<file path="config.mk">
export PLATFORM = sky130hd
export DESIGN_NAME = pc_unit
export DESIGN_NICKNAME = d
export VERILOG_FILES = /design/src/rtl/pc_unit.sv
export SDC_FILE = /design/constraint.sdc
export NUM_CORES = 1
export LEC_CHECK = 0
export CORE_MARGIN = 2
export CORE_UTILIZATION = 40
export CTS_CLUSTER_DIAMETER = 50
export DETAILED_ROUTE_END_ITERATION = 16
export PLACE_DENSITY = 0.65
export SLEW_MARGIN = 20
export SYNTH_ARGS = -nofsm -noshare
export SYNTH_HDL_FRONTEND = slang
export SYNTH_SLANG_ARGS = --single-unit
</file>
<file path="constraint.sdc">
create_clock -name clk -period 8.4 [get_ports clk]
set_input_delay 1.26 -clock clk [delete_from_list [all_inputs] [get_ports clk]]
set_output_delay 1.26 -clock clk [all_outputs]
set_load 0.05 [all_outputs]
</file>
<file path="src/rtl/pc_unit.sv">
// pc_unit: fetch-stage program counter with a circular return-address stack.
//
// The next PC comes from one of these sources, highest priority first:
//   Redirect > Stall (hold) > Ret (pop) > Call (push) > Branch > sequential
//
// Parameters:
//   WIDTH      PC and target width in bits
//   RESET_PC   value loaded into PC on reset
//   INC        sequential increment in bytes
//   RAS_DEPTH  RAS entries; must be a power of two, at least 2
//
// Ports:
//   clk             clock; all state updates on the rising edge
//   rst             asynchronous active-low reset
//   Stall           hold PC and RAS unless Redirect is asserted
//   Redirect        load RedirectTarget; overrides everything else
//   RedirectTarget  redirect target
//   Branch          taken branch to BranchTarget
//   Call            jump to BranchTarget and push PCPlus
//   Ret             pop the RAS and jump to the popped address
//   BranchTarget    target for Branch and Call
//   PC              registered fetch PC
//   PCPlus          PC + INC, combinational, wraps modulo 2^WIDTH
//   RasEmpty        RAS count is zero
//   RasOverflow     one-cycle pulse: a push overwrote the oldest entry
//   RasUnderflow    one-cycle pulse: a Ret was taken with the RAS empty
module pc_unit #(
  parameter int unsigned       WIDTH     = 32,
  parameter logic [WIDTH-1:0]  RESET_PC  = '0,
  parameter int unsigned       INC       = 4,
  parameter int unsigned       RAS_DEPTH = 8
) (
  input  logic             clk,
  input  logic             rst,
  input  logic             Stall,
  input  logic             Redirect,
  input  logic [WIDTH-1:0] RedirectTarget,
  input  logic             Branch,
  input  logic             Call,
  input  logic             Ret,
  input  logic [WIDTH-1:0] BranchTarget,
  output logic [WIDTH-1:0] PC,
  output logic [WIDTH-1:0] PCPlus,
  output logic             RasEmpty,
  output logic             RasOverflow,
  output logic             RasUnderflow
);

  localparam int unsigned PW = $clog2(RAS_DEPTH);
  localparam logic [WIDTH-1:0] IncW = WIDTH'(INC);
  localparam logic [PW:0] CntFull = (PW + 1)'(RAS_DEPTH);

  logic [WIDTH-1:0] pc_q, pc_d;
  logic [PW-1:0]    ptr_q, ptr_d;
  logic [PW:0]      cnt_q, cnt_d;
  logic             ovf_q, ovf_d;
  logic             unf_q, unf_d;
  logic             push;

  // Return-address storage; contents are not reset.
  logic [WIDTH-1:0] ras_q [RAS_DEPTH];

  assign PCPlus       = pc_q + IncW;
  assign PC           = pc_q;
  assign RasEmpty     = (cnt_q == '0);
  assign RasOverflow  = ovf_q;
  assign RasUnderflow = unf_q;

  always_comb begin
    pc_d  = pc_q;
    ptr_d = ptr_q;
    cnt_d = cnt_q;
    ovf_d = 1'b0;
    unf_d = 1'b0;
    push  = 1'b0;
    if (Redirect) begin
      pc_d = RedirectTarget;
    end else if (Stall) begin
      pc_d = pc_q;
    end else if (Ret) begin
      // Ret beats Call: a simultaneous Call is dropped without a push.
      if (cnt_q != '0) begin
        pc_d  = ras_q[ptr_q];
        ptr_d = ptr_q - PW'(1);
        cnt_d = cnt_q - (PW + 1)'(1);
      end else begin
        pc_d  = PCPlus;
        unf_d = 1'b1;
      end
    end else if (Call) begin
      pc_d  = BranchTarget;
      push  = 1'b1;
      ptr_d = ptr_q + PW'(1);
      // When full the new entry lands on the oldest slot; count stays saturated.
      if (cnt_q == CntFull) begin
        ovf_d = 1'b1;
      end else begin
        cnt_d = cnt_q + (PW + 1)'(1);
      end
    end else if (Branch) begin
      pc_d = BranchTarget;
    end else begin
      pc_d = PCPlus;
    end
  end

  always_ff @(posedge clk or negedge rst) begin
    if (!rst) begin
      pc_q  <= RESET_PC;
      ptr_q <= '0;
      cnt_q <= '0;
      ovf_q <= 1'b0;
      unf_q <= 1'b0;
    end else begin
      pc_q  <= pc_d;
      ptr_q <= ptr_d;
      cnt_q <= cnt_d;
      ovf_q <= ovf_d;
      unf_q <= unf_d;
    end
  end

  // Written at the incremented pointer so a following pop reads it back.
  always_ff @(posedge clk) begin
    if (push) begin
      ras_q[ptr_d] <= PCPlus;
    end
  end

endmodule

</file>
==> results of run 1 <==
[placed cells by master, fill, tap and decap left out, types with 5 or more instances in the layout]
cell type,instances
a211oi_1,5
a21oi_1,41
a221o_1,6
a221oi_1,24
a22o_1,11
a22oi_1,5
and3_1,6
buf_4,26
clkbuf_1,6
clkbuf_16,31
clkbuf_8,7
clkdlybuf4s50_1,134
dfrtp_1,39
edfxtp_1,256
ha_1,5
inv_1,28
mux2_2,28
mux2i_1,43
mux4_1,6
mux4_2,29
nand2_1,35
nand2b_1,5
nand3_1,14
nand4_1,6
nor2_1,52
nor2_4,6
nor2b_1,14
nor3_1,11
o21ai_0,21
o22ai_1,14
xnor2_1,21
xor2_1,10
[registers in the layout (all words and copies together) (netlist names)]
name,cells
PC,32
ptr_q,3
RasUnderflow,1
cnt_q,4
ras_q,256
RasOverflow,1
[worst max-delay path, stage by stage (launching register included)]
cell	delay (ns)
dfrtp_1	0.46
ha_1	0.29
nand4_1	0.35
nor4_2	0.37
nand4_1	0.18
xnor2_1	0.73
clkdlybuf4s50_1	0.95
[final cells by class]
| class | count | area share (%) |
|---|---|---|
| Clock inverter | 13 | 0.979 |
| Tap cell | 442 | 3.41 |
| Timing Repair Buffer | 165 | 9.90 |
| Inverter | 31 | 0.717 |
| Sequential cell | 297 | 53.7 |
| Clock buffer | 44 | 5.51 |
| Multi-Input combinational cell | 492 | 25.7 |
[power groups by stage]
stage                     clock network [mW]  registers [mW]  logic (mW)
final                                   1.39            1.93        1.54
after global routing                    1.47            1.95        1.63
after CTS                               1.41            1.93        1.54
after detailed placement                   0            1.96        1.53
after global placement                     0            1.96        1.52
after floorplan                            0            1.98        1.02
[stage by stage]
stage	total power [mW]	cells	utilization [%]
floorplan	3.00	872	-
global placement	3.48	1425	46.3
detailed placement	3.49	1425	46.3
CTS	4.88	1482	49.6
global route	5.05	1484	49.7
finish	4.86	1484	49.7
[worst min path at each step]
| stage | endpoint | slack (ns) | cells past startpoint |
|---|---|---|---|
| finish | cnt_q[3] | 0.63 | 1 |
| global route | cnt_q[3] | 0.66 | 1 |
| CTS | cnt_q[3] | 0.62 | 1 |
| detailed placement | cnt_q[3] | 0.61 | 1 |
| global placement | cnt_q[3] | 0.57 | 1 |
| floorplan | cnt_q[3] | 0.51 | 1 |
[cells by family (layout without fill, tap and decap cells)]
group	count (synthesis)	after routing	synth area share, %
simple gates	178	178	7.14
buf+inv	83	253	3.22
flops	297	297	65.7
mux	106	106	11.7
xor+xnor	34	34	2.42
compound gates	168	168	9.13
fa+ha+maj	6	6	0.623
[layer usage]
metal | GRT usage, % | vias up
li1 | - | 3723
met1 | 29.6 | 4253
met2 | 32.1 | 368
met3 | 2.95 | 64
met4 | 6.77 | 0
met5 | 0 | -
==> results.rst, run 1 <==
.. list-table::
   :header-rows: 1

   * - Metric
     - Value
   * - Final GP Congestion
     - 0.807
   * - Cells taking the most area after synthesis
     - edfxtp_1 (58%), dfrtp_1 (7.7%), mux4_2 (4.9%)
   * - Setup clock skew after layout
     - 0.0101 ns
   * - Timing startpoint of the critical path
     - PC[2]
   * - Top cell types by occurrence after synthesis
     - edfxtp_1 (256), nor2_1 (59), mux2i_1 (43)
   * - Setup slack on the worst flop-to-flop path
     - 4.76 ns
   * - Clock transition at the registers of the reported paths
     - 0.06 ns
   * - Number of flip-flops and latches in the synthesized netlist
     - 297
   * - Number of sinks driven by the clock tree
     - 297
   * - Layout-stage area growth over the synthesis result
     - 22.4%
   * - Cell area power density
     - 300 nW/um2
   * - Number of global-route vias before repair
     - 8,129
   * - Post-detailed-placement half-perimeter wirelength
     - 22,400 um
   * - Routed metal-1 wire length
     - 15,600 um
   * - P_sw
     - 1.66 mW
   * - Worst Path Required
     - 7.14 ns
   * - Highest metal used
     - met4
   * - Worst-case vdd ir drop
     - 155 uV
   * - Count of endpoints failing hold in the final timing report
     - 0
   * - Met2 wirelength from detailed routing
     - 16,300 um
   * - Pre-CTS WS
     - 3.56 ns
   * - TritonCTS clock tree
     - yes
   * - Count of cells along the worst register-to-register path
     - 7
   * - Area of the mapped netlist
     - 13,300 um2
   * - Worst hold slack
     - 0.629 ns
   * - Min setup slack post-route
     - 3.25 ns
   * - Area fraction of the dominant cell type after synthesis
     - 58.0%
   * - Wire length reported by the detailed router
     - 35,400 um
   * - Worst setup path endpoint
     - PCPlus[20]
   * - Setup violators final
     - 0
   * - Total core area
     - 32,600 um2
   * - Number of max-capacitance violations reported
     - 0
   * - Achievable frequency
     - 194 MHz
   * - Launching element type of the critical path
     - flip-flop
   * - GR Util All Layers
     - 20.5%
   * - Switch share
     - 34.1%
   * - Post-route minimum period
     - 5.15 ns
   * - Total area of multi-input combinational cells
     - 4180 um2
   * - CP Class
     - flip-flop to output pin
   * - Number of nets at the end of the flow
     - 1,095
   * - Fin Setup TNS
     - 0 ns
   * - Hold/Removal Path Class
     - flip-flop to flip-flop
   * - CP Data Arrival Time
     - 3.89 ns
   * - Post-detailed-route DRC marker count
     - 0
   * - Clock network power share
     - 28.6%
   * - # rows
     - 66
   * - Peak fanout along the critical path
     - 10
   * - Number of nets produced by synthesis
     - 949
   * - Worst-Skew Late Latency
     - 0.55 ns
   * - Worst rel slew slack
     - 24.4%
   * - CTS root buf
     - clkbuf_16
   * - Final cell area excluding filler cells
     - 16,200 um2
   * - Via count
     - 8,408
   * - Area of all sequential standard cells
     - 8720 um2
   * - Placed standard-cell area
     - 15,100 um2
   * - Number of inserted filler cells in the final layout
     - 2,734
   * - CTS H-Tree Depth
     - 1
   * - Initial cell density of the core
     - 40.6%
   * - Number of flops mapped to enable cells by yosys
     - 256
   * - Metal3 WL
     - 2450 um
   * - Number of buffers inserted during clock tree synthesis
     - 31
   * - Fraction of power consumed by combinational cells
     - 31.6%
   * - Count leader, synth
     - edfxtp_1
   * - Router iterations before antenna repair
     - 6
   * - Number of top-level pins
     - 138
   * - Ant diodes
     - 0
   * - Critical R2R Capture
     - ras_q[0][7]
   * - Number of violations reported at the end of detailed-routing iteration 0
     - 958
   * - Worst min-delay path startpoint
     - cnt_q[3]
   * - Hold buffer count at cts
     - 0
   * - Number of gates given a new drive strength after cts
     - 0
   * - Maximum root-to-sink buffer count
     - 3
   * - Initial antenna violation count
     - 0
   * - Maximum number of pins on one net before global-route repair
     - 67
   * - First-pass GRT wire length
     - 51,900 um
   * - Sequential fraction of the synthesis area
     - 65.7%
   * - Cell internal pwr
     - 3.20 mW
   * - Cell count after synthesis
     - 872
   * - Endpoint class of the critical path
     - output pin
   * - Launch point of the worst reg-to-reg path
     - ptr_q[1]
   * - Wire length per cell
     - 23.9 um
   * - Number of distinct library cells after synthesis
     - 78
   * - DIE AREA
     - 34,600 um2
   * - Asr flop ratio synth
     - 13.8%
   * - Transition time of the tightest slew-check pin
     - 1.13 ns
   * - Run status
     - completed
   * - Die X-Extent
     - 186 um
   * - Most instantiated flip-flop cell in the synthesis netlist
     - edfxtp_1
   * - Static Leak
     - 5.54 nW
   * - Via density
     - 5.67
   * - Layout cells sized above 1
     - 16.4%
   * - Largest area contributor in the synthesized netlist
     - edfxtp_1
   * - Part of the total power dissipated in sequential elements
     - 39.7%
   * - Post-route ant nets
     - 0
   * - Post-CTS setup buffers
     - 0
   * - Sum of overflow across all layers after global routing
     - 0
   * - Buffers on Ports
     - 137
   * - Average footprint of a synthesized cell
     - 15.2 um2
   * - Max-slew violation count
     - 0
   * - Post-route clock period utilization
     - 61.3%
   * - Yosys warnings
     - 0
   * - DIE HEIGHT
     - 186 um
   * - Setup repair after global routing missed its margin
     - no
Note: power is estimated with default switching activity, not from simulation.
==> inputs of run 2 (changes only) <==
==> constraint.sdc (replaced) <==
create_clock -name clk -period 4.8 [get_ports clk]
set_input_delay 0.72 -clock clk [delete_from_list [all_inputs] [get_ports clk]]
set_output_delay 0.72 -clock clk [all_outputs]
set_load 0.05 [all_outputs]
==> run 2 against run 1 <==
- sequential power grew 75%
- critical path depth grew 1
- register-to-register slack lost 3.3 ns
- cell area shrank 0.28%
- highest routed layer unchanged
- clock power grew 60%
- largest power group unchanged
- global-route usage grew 1.0 points
- critical endpoint is now PCPlus[24]
==> results.rst, run 2 (same netlist as run 1, synthesis figures left out) <==
.. list-table::
   :header-rows: 1

   * - Metric
     - Value
   * - Run status
     - completed (unchanged)
   * - Register with the highest flop count
     - ras_q (unchanged)
   * - Maximum root-to-sink buffer count
     - 3 (unchanged)
   * - Total power after layout
     - 8.31 mW (was 4.86 mW)
   * - DIE HEIGHT
     - 186 um (unchanged)
   * - Worst-case vdd ir drop
     - 382 uV (was 155 uV)
   * - Leading cell types in the layout, fill and taps excluded
     - edfxtp_1 (256), clkdlybuf4s50_1 (134), nor2_1 (52), mux2i_1 (43) (was edfxtp_1 (256), clkdlybuf4s50_1 (134), nor2_1 (52), mux2i_1 (43), a21oi_1 (41))
   * - Transition time of the tightest slew-check pin
     - 1.00 ns (was 1.13 ns)
   * - Worst Path Required
     - 4.08 ns (was 7.14 ns)
   * - Number of nets at the end of the flow
     - 1,109 (was 1,095)
   * - Cell Count Post-Placement
     - 1,441 (was 1,425)
   * - Commonest non-fill, non-tap cell in the layout
     - edfxtp_1 (unchanged)
   * - CTS H-Tree Depth
     - 1 (unchanged)
   * - Post-route minimum period
     - 4.46 ns
   * - Fin Setup TNS
     - 0 ns (unchanged)
   * - Setup slack on the worst flop-to-flop path
     - 1.46 ns (was 4.76 ns)
   * - Count of endpoints failing hold in the final timing report
     - 0 (unchanged)
   * - Wire length per cell
     - 24.8 um (was 23.9 um)
   * - Number of violations reported at the end of detailed-routing iteration 0
     - 923 (was 958)
   * - # rows
     - 66 (unchanged)
   * - Final GP Congestion
     - 0.844 (was 0.807)
   * - GR Util All Layers
     - 21.5% (was 20.5%)
   * - Placed standard-cell area
     - 15,200 um2 (was 15,100 um2)
   * - Standard cell with the maximum stage delay on the critical path
     - clkdlybuf4s50_1 (unchanged)
   * - Buffers on Ports
     - 137 (unchanged)
   * - First-pass GRT wire length
     - 54,600 um (was 51,900 um)
   * - Critical R2R Capture
     - ras_q[6][13] (was ras_q[0][7])
   * - Initial cell density of the core
     - 40.6% (unchanged)
   * - CTS root buf
     - clkbuf_16 (unchanged)
   * - Maximum single-stage delay on the critical path
     - 0.94 ns (was 0.95 ns)
   * - Total area of multi-input combinational cells
     - 4180 um2 (unchanged)
   * - Die X-Extent
     - 186 um (unchanged)
   * - Critical path, cell by cell
     - ha_1, nand4_1, buf_4, nor2_1, and3_1, xor2_1, clkdlybuf4s50_1 (was ha_1, nand4_1, nor4_2, nand4_1, xnor2_1, clkdlybuf4s50_1)
   * - DIE AREA
     - 34,600 um2 (unchanged)
   * - Cell area power density
     - 513 nW/um2 (was 300 nW/um2)
   * - Finished Layout Cells
     - 1,499 (was 1,484)
   * - Via count
     - 8,558 (was 8,408)
   * - Stages on worst setup path
     - 7 (was 6)
   * - Launch point of the worst reg-to-reg path
     - cnt_q[1] (was ptr_q[1])
   * - Hold/Removal Path Class
     - primary input to async pin (was flip-flop to flip-flop)
   * - Number of flip-flops in the largest register
     - 256 (unchanged)
   * - Maximum number of pins on one net before global-route repair
     - 67 (unchanged)
   * - Worst setup path endpoint
     - PCPlus[24] (was PCPlus[20])
   * - Setup clock skew after layout
     - 0.0203 ns (was 0.0101 ns)
   * - Post-detailed-placement half-perimeter wirelength
     - 24,200 um (was 22,400 um)
   * - Count of cells along the worst register-to-register path
     - 7 (unchanged)
   * - Number of inserted filler cells in the final layout
     - 2,756 (was 2,734)
   * - Initial antenna violation count
     - 0 (unchanged)
   * - Dominant delay contributor by cell family on the critical path
     - buffers and inverters (unchanged)
   * - Via density
     - 5.71 (was 5.67)
   * - Router iterations before antenna repair
     - 5 (was 6)
   * - Launching element type of the critical path
     - flip-flop (unchanged)
   * - Number of global-route vias before repair
     - 8,574 (was 8,129)
   * - TritonCTS clock tree
     - yes (unchanged)
   * - Post-route ant nets
     - 0 (unchanged)
   * - Setup repair after global routing missed its margin
     - no (unchanged)
   * - Ant diodes
     - 0 (unchanged)
   * - Clock transition at the registers of the reported paths
     - 0.06 ns (about the same)
   * - CP Data Arrival Time
     - 3.74 ns (was 3.89 ns)
   * - Number of gates given a new drive strength after cts
     - 0 (unchanged)
   * - Endpoint class of the critical path
     - output pin (unchanged)
   * - Peak fanout along the critical path
     - 9 (was 10)
   * - Worst-Skew Late Latency
     - 0.57 ns (was 0.55 ns)
   * - Total core area
     - 32,600 um2 (unchanged)
   * - Max-slew violation count
     - 0 (unchanged)
   * - Post-CTS setup buffers
     - 0 (unchanged)
   * - Number of buffers inserted during clock tree synthesis
     - 31 (unchanged)
   * - Buffers and inverters on the worst path
     - 2 (was 1)
   * - Wire length reported by the detailed router
     - 37,200 um (was 35,400 um)
   * - Number of sinks driven by the clock tree
     - 297 (unchanged)
   * - Layout cells sized above 1
     - 16.8% (was 16.4%)
   * - CP Class
     - flip-flop to output pin (unchanged)
   * - Number of top-level pins
     - 138 (unchanged)
   * - Area of all sequential standard cells
     - 8720 um2 (unchanged)
   * - Hold buffer count at cts
     - 0 (unchanged)
   * - Final core utilization
     - 49.6% (was 49.7%)
   * - Static Leak
     - 5.54 nW (about the same)
   * - Number of max-capacitance violations reported
     - 0 (unchanged)
   * - Post-detailed-route DRC marker count
     - 0 (unchanged)
   * - Achievable frequency
     - 224 MHz
   * - Setup violators final
     - 0 (unchanged)
   * - Sum of overflow across all layers after global routing
     - 0 (unchanged)
   * - Layout-stage area growth over the synthesis result
     - 22.1% (was 22.4%)
   * - Final cell area excluding filler cells
     - 16,200 um2 (about the same)
   * - Worst rel slew slack
     - 33.1% (was 24.4%)
   * - Post-route clock period utilization
     - 93.0%
   * - Timing startpoint of the critical path
     - PC[2] (unchanged)
## run 2: area by class of cell
type,instances,area share (%)
Clock buffer,43,5.20
Clock inverter,15,0.557
Inverter,31,0.719
Multi-Input combinational cell,492,25.8
Sequential cell,297,53.9
Tap cell,442,3.42
Timing Repair Buffer,179,10.4
## run 2: power breakdown
group / switching [mW] / internal, mW
logic: 1.64 / 1.07
registers: 0.293 / 3.08
clock network: 0.996 / 1.23
## run 2: per-stage QoR
step	hold slack, ns	setup slack, ns
after CTS	0.271	0.342
after global routing	0.290	0.102
after floorplan	0.424	1.19
after detailed placement	0.575	0.967
after global placement	0.576	1.03
final	0.253	0.337
## run 2: how the worst min path moves through the flow
| stage | cells after the start | slack, ns | from | end |
|---|---|---|---|---|
| detailed placement | 1 | 0.58 | cnt_q[3] | cnt_q[3] |
| global route | 2 | 0.29 | rst | cnt_q[2] |
| CTS | 2 | 0.27 | rst | cnt_q[1] |
| finish | 2 | 0.25 | rst | cnt_q[2] |
| floorplan | 0 | 0.42 | rst | PC[0] |
| global placement | 1 | 0.58 | cnt_q[3] | cnt_q[3] |
## run 2: per-layer routing
layer	share of wire, %	track usage, %	wire length [um]
met5	0	0	0
met4	3.2	7.18	1190
met3	7.1	3.72	2660
met2	47	35.0	17600
met1	42	29.4	15800
## run 2: worst reg2reg max path: stages, from the launching register on
cell and delay, ns:
dfrtp_1 0.47, or4_1 0.78, inv_2 0.20, a211oi_2 0.11, xnor2_2 0.21, nand4_1 0.28, nor2_4 0.40, buf_4 0.50
==> RTL change (settings of run 2) <==
Make the reset (`rst`) synchronous in one clocked block. Comments in the files are not updated.
--- a/src/rtl/pc_unit.sv
+++ b/src/rtl/pc_unit.sv
@@ -104,7 +104,7 @@
     end
   end
 
-  always_ff @(posedge clk or negedge rst) begin
+  always_ff @(posedge clk) begin
     if (!rst) begin
       pc_q  <= RESET_PC;
       ptr_q <= '0;
Check against the original RTL: differs if rst is asserted again (counterexample within 4 cycles, from zero or initial values and one cycle with rst low); with rst held inactive, the same outputs for 4 cycles.
==> RTL change against run 2 <==
- routed wire length fell by 5.9%
- design area fell by 0.97%
- first-iteration DRC count fell by 13%
- sequential cell count did not move
- worst hold slack improved by 0.30 ns
- final cell count fell by 5.5%
- register-to-register slack improved by 0.09 ns
- synthesized area fell by 3.1%
- setup slack improved by 0.12 ns
- via count fell by 2.6%
- maximum frequency rose by 2.7%
Power is not compared: it rests on default switching activity, and its combinational part moved more than twofold at a synthesized area within 25%.
==> RTL change: results (changes against run 2) <==
grt_pass1_vias: 8112  # -5.4%
drive_above_1_share_pct: 18.3  # +1.5 points
grt_start_max_net_pins: 59  # -12%
async_flop_share_pct: 0  # -14 points
cpPeakStageDelay_ns: 0.73  # -0.21 ns
wl_per_cell_microns: 24.7  # -0.43%
gp_congestion: 0.838  # -0.75%
r2r_slack_ns: 1.55  # +0.09 ns
wl_met1_microns: 14900  # -5.4%
fin_nets: 1065  # -4.0%
cts_buffers: 35  # +13%
top_register: "ras_q"
yosys-top-cells-area: "edfxtp_1, mux4_2, dfxtp_1"
synth_edf_count: 256  # unchanged
status: "finished clean"
met2_usage_pct: 32.8  # -2.2 points
skew_ns: 0.0229  # +0.00252 ns
drt_first_pass_iters: 6  # +1
crit_arrival_ns: 3.63  # -0.11 ns
worstSkewPairLatency_ns: 0.52  # -0.05 ns
largest_reg_flops: 256  # unchanged
synth_adder_area_share_pct: 0.643  # +0.020 points
dr_wl_met2_microns: 16200  # -7.8%
dr_wl_met3_microns: 3210  # +21%
ys_top_cells_by_count: "edfxtp_1, mux4_2, nor2_1, dfxtp_1, nand2_1"
hold_ws_ns: 0.554  # +0.301 ns
drt-initial-drc-count: 801  # -13%
min_path_type: "register to register"
synth_mux_area_share_pct: 12.4  # +0.70 points
dpl.hpwl_microns: 23000  # -5.1%
synth_compound_area_share_pct: 8.87  # -0.26 points
syn_nets: 906  # -4.5%
htreeDepth: 2  # +1
worst_pin_slew_ns: 1.10  # +0.0973 ns
grt_use_total_pct: 21.1  # -0.47 points
synth_xor_xnor_area_share_pct: 1.84  # -0.58 points
yosysUniqueCellTypes: 73  # -6.4%
use_met3_pct: 5.52  # +1.8 points
==> RTL change: cell count changes after synthesis, moves of 10 or more <==
cell / run 2 / this run
a221oi_1: 24 / 14
a21oi_1: 41 / 27
mux4_2: 29 / 58
dfxtp_1: 0 / 41
inv_1: 28 / 16
nor2_1: 59 / 42
a22oi_1: 5 / 15
mux2_2: 28 / 9
clkbuf_1: 18 / 32
dfrtp_1: 41 / 0
mux2i_1: 43 / 19
==> RTL change: final timing paths <==
path                            cells after the start  startpoint           to
worst max-delay path                                6       PC[2]   PCPlus[22]
worst min-delay path                                2    cnt_q[3]     cnt_q[3]
worst max register to register                      8    ptr_q[0]  ras_q[6][7]
worst min register to register                      2    cnt_q[3]     cnt_q[3]
==> RTL change: kinds of logic (layout without fill, tap and decap cells) <==
group	after synthesis	count (layout)
AOI/OAI and AO/OA	161	161
xor gates and xnor gates	27	27
adders and majority gates	6	6
buffers and inverters	68	254
DFF	297	297
muxes	86	86
and+or+nand+nor	184	184
==> RTL change: through the flow <==
step | area, sq um | setup slack [ns] | instances
6_report | 16000 | 0.454 | 1417
5_1_grt | 16000 | 0.286 | 1417
4_1_cts | 16000 | 0.485 | 1417
3_5_place_dp | 14900 | 1.02 | 1353
3_3_place_gp | 14900 | 1.06 | 1353
2_1_floorplan | 12800 | 0.253 | 829
==> RTL change: final cells by class <==
class                           count  area (sq um)  share of cell area, %
Tap cell                          402           503                   3.14
Timing Repair Buffer              173          1710                   10.7
Sequential cell                   297          8510                   53.1
Inverter                           17          63.8                  0.398
Multi-Input combinational cell    464          4090                   25.5
Clock buffer                       49           980                   6.11
Clock inverter                     15           161                   1.01
==> RTL change: power breakdown <==
group          total, mW  internal (mW)  switching [mW]
Combinational      0.769          0.288           0.481
Sequential          2.93           2.87          0.0654
Clock               2.59           1.55            1.03
